<file path="config.mk">
export PLATFORM = sky130hd
export DESIGN_NAME = ro_meas_ctrl_flat
export DESIGN_NICKNAME = d
export VERILOG_FILES = /design/src/rtl/ro_meas_pkg.sv /design/src/rtl/ro_meas_ctrl_if.sv /design/src/rtl/ro_sync_edge.sv /design/src/rtl/ro_meas_ctrl.sv /design/src/flat_wrapper.sv
export SDC_FILE = /design/constraint.sdc
export NUM_CORES = 1
export LEC_CHECK = 0
export ABC_CLOCK_PERIOD_IN_PS = 3420
export CAP_MARGIN = 5
export CORE_UTILIZATION = 51
export CTS_CLUSTER_DIAMETER = 50
export DETAILED_ROUTE_END_ITERATION = 8
export GPL_TIMING_DRIVEN = 1
export PLACE_DENSITY_LB_ADDON = 0.12
export SETUP_SLACK_MARGIN = 0.02
export SLEW_MARGIN = 40
export SYNTH_ARGS = -nofsm -noshare
export SYNTH_HDL_FRONTEND = slang
export SYNTH_SLANG_ARGS = --single-unit
export TNS_END_PERCENT = 20
</file>
<file path="constraint.sdc">
create_clock -name clk -period 3.42 [get_ports clk]
set_clock_uncertainty 0.2 [all_clocks]
set_input_delay 0.855 -clock clk [delete_from_list [all_inputs] [get_ports clk]]
set_output_delay 0.855 -clock clk [all_outputs]
set_load 0.02 [all_outputs]
</file>
<file path="src/rtl/ro_meas_pkg.sv">
// ro_meas_pkg: shared state type, default widths and saturation helper for the ring-oscillator measurement controller
`timescale 1ns/1ps
package ro_meas_pkg;
    typedef enum logic [1:0] {IDLE, WARMUP, MEASURE, DONE} state_e;
    localparam int WIN_W_DEF = 16;
    localparam int CNT_W_DEF = 16;
    function automatic logic [31:0] max_cnt(input int w);
        return (w >= 32) ? '1 : (32'd1 << w) - 32'd1;
    endfunction
endpackage

</file>
<file path="src/rtl/ro_meas_ctrl_if.sv">
// ro_meas_ctrl_if: CSR/oscillator/result bundle of the measurement controller
// Optional alarm signals appear when RO_MEAS_ALARM_EN is defined.
`timescale 1ns/1ps
interface ro_meas_ctrl_if import ro_meas_pkg::*; #(
    parameter int WIN_W = WIN_W_DEF,
    parameter int CNT_W = CNT_W_DEF
);
    logic start;
    logic [WIN_W-1:0] win_len;
    logic ro_en;
    logic ro_clk;
    logic busy;
    logic cnt_valid;
    logic cnt_ready;
    logic [CNT_W-1:0] cnt_data;
    logic cnt_ovf;
`ifdef RO_MEAS_ALARM_EN
    logic [CNT_W-1:0] lim_lo;
    logic [CNT_W-1:0] lim_hi;
    logic alarm;
    modport slave (input start, win_len, ro_clk, cnt_ready, lim_lo, lim_hi,
                   output ro_en, busy, cnt_valid, cnt_data, cnt_ovf, alarm);
    modport master (output start, win_len, ro_clk, cnt_ready, lim_lo, lim_hi,
                    input ro_en, busy, cnt_valid, cnt_data, cnt_ovf, alarm);
`else
    modport slave (input start, win_len, ro_clk, cnt_ready,
                   output ro_en, busy, cnt_valid, cnt_data, cnt_ovf);
    modport master (output start, win_len, ro_clk, cnt_ready,
                    input ro_en, busy, cnt_valid, cnt_data, cnt_ovf);
`endif
endinterface

</file>
<file path="src/rtl/ro_sync_edge.sv">
// ro_sync_edge: multi-stage synchronizer for the asynchronous oscillator plus a one-cycle rising-edge pulse
`timescale 1ns/1ps
module ro_sync_edge #(
    parameter int SYNC_STAGES = 2
) (
    input  logic clk,
    input  logic rst,
    input  logic d_i,
    output logic pulse_o
);
    logic [SYNC_STAGES-1:0] sync_q;
    logic prev_q;
    always_ff @(posedge clk or posedge rst) begin
        if (rst) begin
            sync_q <= '0;
            prev_q <= 1'b0;
        end else begin
            sync_q <= {sync_q[SYNC_STAGES-2:0], d_i};
            prev_q <= sync_q[SYNC_STAGES-1];
        end
    end
    assign pulse_o = sync_q[SYNC_STAGES-1] & ~prev_q;
endmodule

</file>
<file path="src/rtl/ro_meas_ctrl.sv">
// ro_meas_ctrl: enables a ring oscillator, warms it up, counts its edges over a window and hands the count out.
// Define RO_MEAS_ALARM_EN to add the sticky out-of-range alarm with lim_lo/lim_hi.
`timescale 1ns/1ps
module ro_meas_ctrl import ro_meas_pkg::*; #(
    parameter int WIN_W         = WIN_W_DEF,
    parameter int CNT_W         = CNT_W_DEF,
    parameter int WARMUP_CYCLES = 8,
    parameter int SYNC_STAGES   = 2
) (
    input logic clk,
    input logic rst,
    ro_meas_ctrl_if.slave bus
);
    localparam int WU_W = $clog2(WARMUP_CYCLES + 1);
    localparam logic [WU_W-1:0] WU_LOAD = WU_W'(WARMUP_CYCLES - 1);
    localparam logic [CNT_W-1:0] CNT_MAX = CNT_W'(max_cnt(CNT_W));
    state_e state_q, state_d;
    logic [WIN_W-1:0] win_q, win_d, wc_q, wc_d;
    logic [WU_W-1:0] wu_q, wu_d;
    logic [CNT_W-1:0] cnt_q, cnt_d;
    logic ovf_q, ovf_d;
    logic pulse;
    ro_sync_edge #(.SYNC_STAGES(SYNC_STAGES)) u_sync (
        .clk(clk), .rst(rst), .d_i(bus.ro_clk), .pulse_o(pulse)
    );
    always_comb begin
        state_d = state_q;
        win_d = win_q;
        wc_d = wc_q;
        wu_d = wu_q;
        cnt_d = cnt_q;
        ovf_d = ovf_q;
        case (state_q)
            IDLE: if (bus.start) begin
                win_d = bus.win_len;
                wu_d = WU_LOAD;
                state_d = WARMUP;
            end
            WARMUP: begin
                wu_d = wu_q - 1'b1;
                if (wu_q == '0) begin
                    cnt_d = '0;
                    ovf_d = 1'b0;
                    wc_d = win_q - 1'b1;
                    state_d = (win_q == '0) ? DONE : MEASURE;
                end
            end
            MEASURE: begin
                wc_d = wc_q - 1'b1;
                cnt_d = (pulse && cnt_q != CNT_MAX) ? cnt_q + 1'b1 : cnt_q;
                ovf_d = ovf_q | (pulse && cnt_q == CNT_MAX);
                if (wc_q == '0) state_d = DONE;
            end
            DONE: if (bus.cnt_ready) state_d = IDLE;
            default: state_d = IDLE;
        endcase
    end
    always_ff @(posedge clk or posedge rst) begin
        if (rst) begin
            state_q <= IDLE;
            win_q <= '0;
            wc_q <= '0;
            wu_q <= '0;
            cnt_q <= '0;
            ovf_q <= 1'b0;
        end else begin
            state_q <= state_d;
            win_q <= win_d;
            wc_q <= wc_d;
            wu_q <= wu_d;
            cnt_q <= cnt_d;
            ovf_q <= ovf_d;
        end
    end
    // outputs decode straight from state so reset drops ro_en without waiting for a clock
    assign bus.ro_en = (state_q == WARMUP) || (state_q == MEASURE);
    assign bus.busy = state_q != IDLE;
    assign bus.cnt_valid = state_q == DONE;
    assign bus.cnt_data = cnt_q;
    assign bus.cnt_ovf = ovf_q;
`ifdef RO_MEAS_ALARM_EN
    logic alarm_q;
    logic done_entry;
    assign done_entry = (state_q != DONE) && (state_d == DONE);
    always_ff @(posedge clk or posedge rst) begin
        if (rst) alarm_q <= 1'b0;
        else if (done_entry && (cnt_d < bus.lim_lo || cnt_d > bus.lim_hi || ovf_d || cnt_d == CNT_MAX)) alarm_q <= 1'b1;
    end
    assign bus.alarm = alarm_q;
`endif
endmodule

</file>
<file path="src/flat_wrapper.sv">
// flat-port wrapper written by rule: the top's interface ports become plain ports
module ro_meas_ctrl_flat import ro_meas_pkg::*;
#(
    parameter int WIN_W         = WIN_W_DEF,
    parameter int CNT_W         = CNT_W_DEF,
    parameter int WARMUP_CYCLES = 8,
    parameter int SYNC_STAGES   = 2
)
  (clk, rst, bus_start, bus_win_len, bus_ro_clk, bus_cnt_ready, bus_ro_en, bus_busy, bus_cnt_valid, bus_cnt_data, bus_cnt_ovf);
  ro_meas_ctrl_if #(.WIN_W(WIN_W), .CNT_W(CNT_W)) bus_i ();
  input logic clk;
  input logic rst;
  input wire logic [$bits(bus_i.start)-1:0] bus_start;
  input wire logic [$bits(bus_i.win_len)-1:0] bus_win_len;
  input wire logic [$bits(bus_i.ro_clk)-1:0] bus_ro_clk;
  input wire logic [$bits(bus_i.cnt_ready)-1:0] bus_cnt_ready;
  output wire logic [$bits(bus_i.ro_en)-1:0] bus_ro_en;
  output wire logic [$bits(bus_i.busy)-1:0] bus_busy;
  output wire logic [$bits(bus_i.cnt_valid)-1:0] bus_cnt_valid;
  output wire logic [$bits(bus_i.cnt_data)-1:0] bus_cnt_data;
  output wire logic [$bits(bus_i.cnt_ovf)-1:0] bus_cnt_ovf;
  assign bus_i.start = bus_start;
  assign bus_i.win_len = bus_win_len;
  assign bus_i.ro_clk = bus_ro_clk;
  assign bus_i.cnt_ready = bus_cnt_ready;
  assign bus_ro_en = bus_i.ro_en;
  assign bus_busy = bus_i.busy;
  assign bus_cnt_valid = bus_i.cnt_valid;
  assign bus_cnt_data = bus_i.cnt_data;
  assign bus_cnt_ovf = bus_i.cnt_ovf;
  ro_meas_ctrl #(.WIN_W(WIN_W), .CNT_W(CNT_W), .WARMUP_CYCLES(WARMUP_CYCLES), .SYNC_STAGES(SYNC_STAGES)) u_core (.clk(clk), .rst(rst), .bus(bus_i));
endmodule
</file>
---- Word-level counts from Yosys, hierarchy flattened ----
Cells that the tools add are included.
cells by class
  $add $sub $neg .......................... 4
  $mul .................................... 0
  divide/modulo/power cells ............... 0
  $lt $le $gt $ge ......................... 0
  equality and inequality tests ........... 10
  shifts and indexed selects .............. 0
  multiplexer cells ....................... 15
  bitwise gates (word level) .............. 3
  reductions and logical operators ........ 15
operators with widths
  cell                                                    count
  case mux 16 bit (2 select lines)                        2
  2-to-1 mux 16 bit                                       3
  logical NOT 16 bit                                      2
  subtractor 16 x 1 -> 16 bit (second input constant)     2
  adder 16 x 1 -> 16 bit (second input constant)          1
  == test 16 bit (second input constant)                  1
  inequality test 16 bit (second input constant)          1
  2-to-1 mux 2 bit                                        4
  case mux 2 bit (4 select lines)                         1
  case mux 4 bit (2 select lines)                         1
  inequality test 2 x 1 -> 1 bit (second input constant)  3
  AND reduction 2 bit                                     3
  nonzero test 2 bit                                      3
  == test 2 bit (second input constant)                   2
  logical NOT 4 bit                                       1
  2-to-1 mux 4 bit                                        1
  inequality test 2 bit (second input constant)           2
  AND reduction 4 bit                                     1
  subtractor 4 x 1 -> 4 bit (second input constant)       1
  AND reduction 3 bit                                     1
  == test 2 x 1 -> 1 bit (second input constant)          1
  logical AND 1 bit                                       2
  logical NOT 2 bit                                       1
  2-to-1 mux 1 bit                                        2
  5 further kinds                                         5
storage, ports and cells
  bits in registers ....................... 58
  latch bits .............................. 0
  bits in writable memories ............... 0
  memory bits (read-only) ................. 0
  bits of input ports ..................... 21
  memories kept ........................... 0

---- Longest topological paths before layout ----
Gate-level depths: netlist of run 1.
  depth in word-level cells ............... 5
  mapped depth ............................ 12

---- Modules after synthesis ----
A second synthesis of run 1 with hierarchy kept.
unflattened totals
  cells, all modules ...................... 356
  area total of the unflattened synthesis .. 3,490.8 um2
by module, submodules not included
  module        instances  cells each  area each (um2)
  ro_meas_ctrl  1          351         3,398.3
  ro_sync_edge  1          5           92.6

---- Worst setup path after synthesis of run 1 ----
OpenSTA, ideal clock, no wires.
  kind .................................... flip-flop to flip-flop
  start point ............................. reg u_core.state_q[0]
  end point ............................... reg u_core.wc_q[12]
  arrival ................................. 3.054 ns
  setup slack ............................. 0.024 ns
  stages on the path, launching flop included .. 13
  path buffers ............................ 4
  period minus slack after synthesis ...... 3.396 ns
  path through ............................ dfrtp_1 > inv_1 > ha_1 > buf_4 > clkbuf_1 > clkbuf_1 > buf_1 > mux2i_1 > ha_1 > o211ai_1 > nor3_1 > mux2i_1 > o221ai_1
on the way
  longest elaborated chain between the ends .. 3
  elaborated cells between the ends (all ways) .. 6
  those cells by class .................... 3 x eq/ne; 1 x mux; 2 x reduce/logical
RTL lines
  element                                                                         line                source
  start: declaration                                                              ro_meas_ctrl.sv:17  state_e state_q, state_d;
  start signal: assignment                                                        ro_meas_ctrl.sv:67  state_q <= state_d;
  == test 2 x 1 -> 1 bit or == test 2 bit (tied branches)                         ro_meas_ctrl.sv:33  case (state_q)
  inequality test 2 x 1 -> 1 bit (no line) or nonzero test 2 bit (tied branches)  n/a
  AND reduction 2 bit (no line)                                                   n/a
  end signal: assignment                                                          ro_meas_ctrl.sv:69  wc_q <= wc_d;
  end: declaration                                                                ro_meas_ctrl.sv:18  logic [WIN_W-1:0] win_q, win_d, wc_q, wc_d;
Parallel ways exist; a longest one is shown, timed or not.
A chain may end at the register's enable or synchronous reset.

---- Final worst setup path of run 1 ----
Ends and elaborated chain as after synthesis.

==> impl_metrics.yaml, run 1 <==
outcome:
  outcome: "completed"
clock_network:
  clk_latency_ns: 0.34
  ctsResizeCount: 0
  cts_hold_buf: 0
  cts_setup_buffers: 0
  numCtsBuffers: 9
  cts_root_buf: "clkbuf_8"
  clockBufferDepth: 2
  cts_tree: "yes"
  htree_levels: 3
  clock_sinks: 58
  path_clk_slew_ns: 0.07
global_route:
  grt_max_degree: 32
  grt_pass1_wl_mm: 13.6
  antenna_found_initial: 0
  grt_util_all_layers_pct: 24.6
  grt_pass1_vias: 2741
  grt-ovfl-total: 0
timing:
  tightest_slew_ns: 0.691
  finalSetupTns_ns: 0
  fin_hold_ws_ns: 0.149
  hold_viol_final: 0
  max_freq_mhz: 324
  relSlewSlack_pct: 53.7
  slew_viol_final: 0
  period_share_pct: 90.2
  fin_crit_ns: 3.08
  setup_viol: 0
  rsz0062_at_grt: "no"
logic_synthesis:
  synth_edf_count: 0
  synthCells: 353
  syn_nets: 381
  synth.avg_cell_area_um2: 9.64
  synth_seq_cells: 58
  syn-cell-area_um2: 3400
  synth_cell_types: 57
  ys_warn_count: 0
  synth_ff_type: "dfrtp_1"
  async_reset_ff_share_pct: 100
  yosysSeqAreaShare_pct: 42.6
die:
  core_um2: 6390
  num_io_pins: 41
  initial_core_util_pct: 53.3
  num_rows: 29
  die_w_um: 83.7
  die_h_um: 83.7
  die_area_um2: 7010
routing:
  antenna_left: 0
  wl_per_cell_um: 16.9
  routed_wl_mm: 8.13
  initialDrtViolationCount: 232
  first_pass_iters: 4
  vias: 2968
  viasPerCell: 6.18
  drcViolationCount: 0
worst_hold_path:
  min_from: "u_core.u_sync.sync_q[0]$_DFF_PP0_"
  hold_class: "register to register"
  whs_path_depth: 0
  min_to: "u_core.u_sync.sync_q[1]$_DFF_PP0_"
setup_path:
  ff2ff_path_depth: 8
  rr_startpoint: "u_core.state_q[0]$_DFFE_PP0P_"
  slowest_delay_ns: 0.49
  crit_chain: "inv_1, ha_1, mux2i_1, ha_1, o211ai_1, nor3_1, mux2i_1, o221ai_1"
  setup.worst_path.end_class: "register"
  required_ns: 3.43
  cp_max_fo: 14
  crit_type: "register to register"
  worst-path-buf-inv: 1
  rrSetupSlack_ns: 0.34
  cp_slowest_cell: "ha_1"
  arrival_ns: 3.09
  cp_top_family: "adder cells"
  worstReg2RegEnd: "u_core.wc_q[12]$_DFFE_PP0P_"
  start_kind: "register"
power:
  peakVddDrop_uv: 435
  p_leak_nw: 1.57
  power.density_nw_per_um2: 804
placement:
  dp.cells: 464
  hpwl_mm: 5.63
  io_buffers: 40
  globalplace.congestion: 0.911
finish:
  antenna_cells: 0
  drive_above_1_share_pct: 13.4
  instances_no_fill: 480
  post-route-util_pct: 64.1
  fin_nets: 426
  areaGrowthSynthToFinish_pct: 20.2
run:
  drv_cap: 0
worst max-delay path by stage:
stage / start / to / slack [ns] / cells past startpoint
floorplan: u_core.state_q[0]$_DFFE_PP0P_ / u_core.wc_q[12]$_DFFE_PP0P_ / 0.02 / 12
global placement: u_core.state_q[0]$_DFFE_PP0P_ / u_core.wc_q[12]$_DFFE_PP0P_ / 0.51 / 8
detailed placement: u_core.state_q[0]$_DFFE_PP0P_ / u_core.wc_q[12]$_DFFE_PP0P_ / 0.37 / 8
CTS: u_core.state_q[0]$_DFFE_PP0P_ / u_core.wc_q[12]$_DFFE_PP0P_ / 0.36 / 8
global route: u_core.state_q[0]$_DFFE_PP0P_ / u_core.wc_q[12]$_DFFE_PP0P_ / 0.07 / 8
finish: u_core.state_q[0]$_DFFE_PP0P_ / u_core.wc_q[12]$_DFFE_PP0P_ / 0.34 / 8
Yosys cell counts (all sizes together) (2+ instances only):
cell | n | share of area [%]
and3 | 3 | 0.55
nor2b | 2 | 0.37
o31ai | 4 | 0.88
buf | 3 | 0.48
xnor2 | 15 | 3.9
a32o | 2 | 0.59
mux2i | 13 | 3.8
a21oi | 14 | 2.2
o211ai | 3 | 0.66
a31oi | 3 | 0.55
nand3 | 13 | 1.9
dfrtp | 58 | 43
a21boi | 2 | 0.44
xor2 | 3 | 0.77
a211oi | 3 | 0.96
a22o | 3 | 0.77
nor3b | 5 | 1.1
mux2 | 18 | 6.0
o21ai | 21 | 3.1
a22oi | 2 | 0.44
nor3 | 16 | 2.4
or2 | 2 | 0.37
o221ai | 7 | 1.8
or4 | 7 | 1.5
nor4b | 3 | 0.77
or3 | 2 | 0.37
clkbuf | 12 | 1.3
nor2 | 34 | 3.7
ha | 7 | 2.6
nor4 | 13 | 2.8
nand4 | 7 | 1.3
nand2 | 19 | 2.1
inv | 13 | 1.4
nand2b | 3 | 0.55
o22ai | 2 | 0.37
cell families after synthesis:
kind of cell,Yosys count,synth area share (%)
multiplexers,31,9.78
AND/OR/NAND/NOR,134,21.4
adder cells (fa/ha/maj),7,2.57
flip-flops,58,42.6
buffers and inverters,29,3.34
AO/OA/AOI/OAI,76,15.7
XOR/XNOR,18,4.63
layout make-up:
cell class | instances | area, um2
clock buffers | 11 | 141
clock inverters | 5 | 30.0
fillers | 540 | 2290
inverters | 14 | 52.6
multi-input cells | 266 | 1840
flip-flops and latches | 58 | 1450
well taps | 77 | 96.3
repair buffers | 49 | 480
state kept, by name (all words and copies together), names as in the netlist:
signal                cells
u_core.bus.cnt_data      16
u_core.bus.cnt_ovf        1
u_core.state_q            2
u_core.u_sync.prev_q      1
u_core.u_sync.sync_q      2
u_core.wc_q              16
u_core.win_q             16
u_core.wu_q               4
power breakdown:
part	internal, mW	switching, mW	leakage, nW	total [mW]
clock	0.278	0.280	0.0851	0.558
combinational	0.662	0.858	0.759	1.52
sequential	0.911	0.299	0.722	1.21
total	1.85	1.44	1.57	3.29
per-stage QoR:
step	power, mW	area (um2)	setup slack (ns)
CTS	3.29	4090	0.359
finish	3.29	4090	0.337
floorplan	2.26	3400	0.0243
detailed placement	2.71	3920	0.369
global placement	2.67	3920	0.507
global route	3.51	4090	0.0686
per-layer routing:
metal | part of all wire (%) | wire (um) | up-vias | global-route usage [%]
met5 | 0 | 0 | - | 0
met4 | 1.1 | 87 | 0 | 9.55
met3 | 6.3 | 515 | 10 | 5.14
met2 | 44 | 3600 | 100 | 35.9
met1 | 48 | 3920 | 1440 | 35.8
li1 | - | - | 1418 | -
cells in the final DEF, fill, tap and decap left out, types with 2 or more instances in the layout:
master,netlist,final
ha_1,7,7
nor2b_1,2,2
o22ai_1,2,2
a22o_1,3,3
nor2_1,34,34
nor3b_1,5,5
or4_1,7,7
o21ai_0,19,19
inv_1,13,12
clkbuf_8,0,10
buf_4,1,8
nor4_2,2,2
or2_2,2,2
a22oi_1,2,2
nand4_1,7,7
o211ai_1,3,3
o221ai_1,7,7
o31ai_1,4,4
nor4_1,11,11
o21ai_1,2,2
clkinvlp_4,0,2
clkdlybuf4s50_1,0,40
mux2_2,18,18
a32o_1,2,2
clkinv_2,0,3
nor4b_1,3,3
a211oi_2,2,2
and3_1,3,3
nand3_1,13,13
xor2_1,3,3
xnor2_1,15,15
mux2i_1,13,13
nand2b_1,3,3
nand2_1,19,19
or3_1,2,2
a31oi_1,3,3
nor3_1,16,16
dfrtp_1,58,58
a21oi_1,13,13
(Power assumes the default switching activity.)
==> inputs of run 2 (changes only) <==
--- a/config.mk
+++ b/config.mk
@@ -12,7 +12,7 @@
 export DETAILED_ROUTE_END_ITERATION = 8
 export GPL_TIMING_DRIVEN = 1
 export PLACE_DENSITY_LB_ADDON = 0.12
-export SETUP_SLACK_MARGIN = 0.02
+export SETUP_SLACK_MARGIN = 0.05
 export SLEW_MARGIN = 40
 export SYNTH_ARGS = -nofsm -noshare
 export SYNTH_HDL_FRONTEND = slang
==> impl_metrics.yaml, run 2 (synthesis results as in run 1) <==
outcome:
  outcome: "completed"
power:
  power.density_nw_per_um2: 834
  p_leak_nw: 1.60
  peakVddDrop_uv: 590
timing:
  relSlewSlack_pct: 52.7
  timing.final.ws_setup_ns: 0.416
  fin_hold_ws_ns: 0.147
  max_freq_mhz: 333
  rsz0062_at_grt: "no"
  slew_viol_final: 0
  tightest_slew_ns: 0.707
  fin_crit_ns: 3.00
  hold_viol_final: 0
  setup_viol: 0
  period_share_pct: 87.8
  finalSetupTns_ns: 0
finish:
  final_cell_mix: "dfrtp_1 (58), clkdlybuf4s50_1 (40), nor2_1 (34), nand2_1 (19), o21ai_0 (19)"
  antenna_cells: 0
  layout_commonest_cell: "dfrtp_1"
  drive_above_1_share_pct: 13.9
  fin_nets: 427
  areaGrowthSynthToFinish_pct: 22.3
clock_network:
  clockBufferDepth: 2
  clock_sinks: 58
  cts_hold_buf: 0
  numCtsBuffers: 9
  cts_setup_buffers: 0
  cts_root_buf: "clkbuf_8"
  path_clk_slew_ns: 0.07
  clk_latency_ns: 0.34
  ctsResizeCount: 0
  htree_levels: 3
  cts_tree: "yes"
routing:
  wl_per_cell_um: 16.7
  vias: 2954
  drcViolationCount: 0
  routed_wl_mm: 8.06
  initialDrtViolationCount: 236
  first_pass_iters: 4
  viasPerCell: 6.14
  antenna_left: 0
die:
  num_rows: 29
  die_h_um: 83.7
  die_area_um2: 7010
  num_io_pins: 41
  initial_core_util_pct: 53.3
  core_um2: 6390
  die_w_um: 83.7
global_route:
  grt-ovfl-total: 0
  grt_util_all_layers_pct: 24.5
  grt_pass1_wl_mm: 13.8
  grt_pass1_vias: 2780
  antenna_found_initial: 0
  grt_max_degree: 30
setup_path:
  setup.worst_path.end_class: "register"
  cp_max_fo: 13
  crit_type: "register to register"
  required_ns: 3.43
  start_kind: "register"
  arrival_ns: 3.01
placement:
  io_buffers: 40
  hpwl_mm: 5.75
  dp_worst_setup_slack_ns: 0.398
  globalplace.congestion: 0.936
run:
  drv_cap: 0
worst_hold_path:
  hold_class: "register to register"
## run 2: cell types whose count changed in the layout (fill, tap and decap cells not counted), sizes merged
cell      previous run  this run
clkbuf              11        12
clkinvlp             2         1
buf                  9        10
bufinv               0         2
clkinv               4         2
## run 2: metal layers
metal / wire length [um] / GRT usage, %
met1: 3970 / 38.0
met2: 3470 / 33.9
met3: 476 / 3.86
met4: 144 / 9.71
met5: 0 / 0
## run 2: path summary, 6_finish.rpt
kind                            slack [ns]                         startpoint                                  to  cells after the start
worst max-delay path                  0.42      u_core.state_q[0]$_DFFE_PP0P_         u_core.wc_q[12]$_DFFE_PP0P_                      8
worst min-delay path                  0.15  u_core.u_sync.sync_q[0]$_DFF_PP0_   u_core.u_sync.sync_q[1]$_DFF_PP0_                      0
worst max register to register        0.42      u_core.state_q[0]$_DFFE_PP0P_         u_core.wc_q[12]$_DFFE_PP0P_                      8
worst min register to register        0.15  u_core.u_sync.sync_q[0]$_DFF_PP0_   u_core.u_sync.sync_q[1]$_DFF_PP0_                      0
max in group asynchronous             1.80                                rst  u_core.bus.cnt_data[1]$_DFFE_PP0P_                      3
min in group asynchronous             0.68                                rst          u_core.wc_q[6]$_DFFE_PP0P_                      2
## run 2: area by class of cell
class / instances / area, um2
clock inverters: 4 / 72.6
inverters: 14 / 52.6
flip-flops and latches: 58 / 1450
repair buffers: 50 / 488
clock buffers: 12 / 165
well taps: 77 / 96.3
fillers: 528 / 2220
multi-input cells: 266 / 1840
## run 2: per-stage QoR
step | area, um2 | utilization [%] | std cells | power [mW]
2_1_floorplan | 3410 | - | 353 | 2.26
3_3_place_gp | 3930 | 61.5 | 465 | 2.67
3_5_place_dp | 3930 | 61.5 | 465 | 2.72
4_1_cts | 4170 | 65.2 | 481 | 3.48
5_1_grt | 4170 | 65.2 | 481 | 3.71
6_report | 4170 | 65.2 | 481 | 3.47
## run 2: where the power goes
group          internal (mW)  switching, mW
combinational          0.664          0.856
sequential             0.911          0.290
clock                  0.469          0.285
total                   2.04           1.43
## run 2: worst max-delay path, stage by stage (launching register included)
cell and delay [ns]:
dfrtp_1 0.44, inv_1 0.12, ha_1 0.41, buf_4 0.27, nor3b_1 0.32, o211ai_1 0.33
nor3_1 0.42, mux2i_1 0.23, o221ai_1 0.13
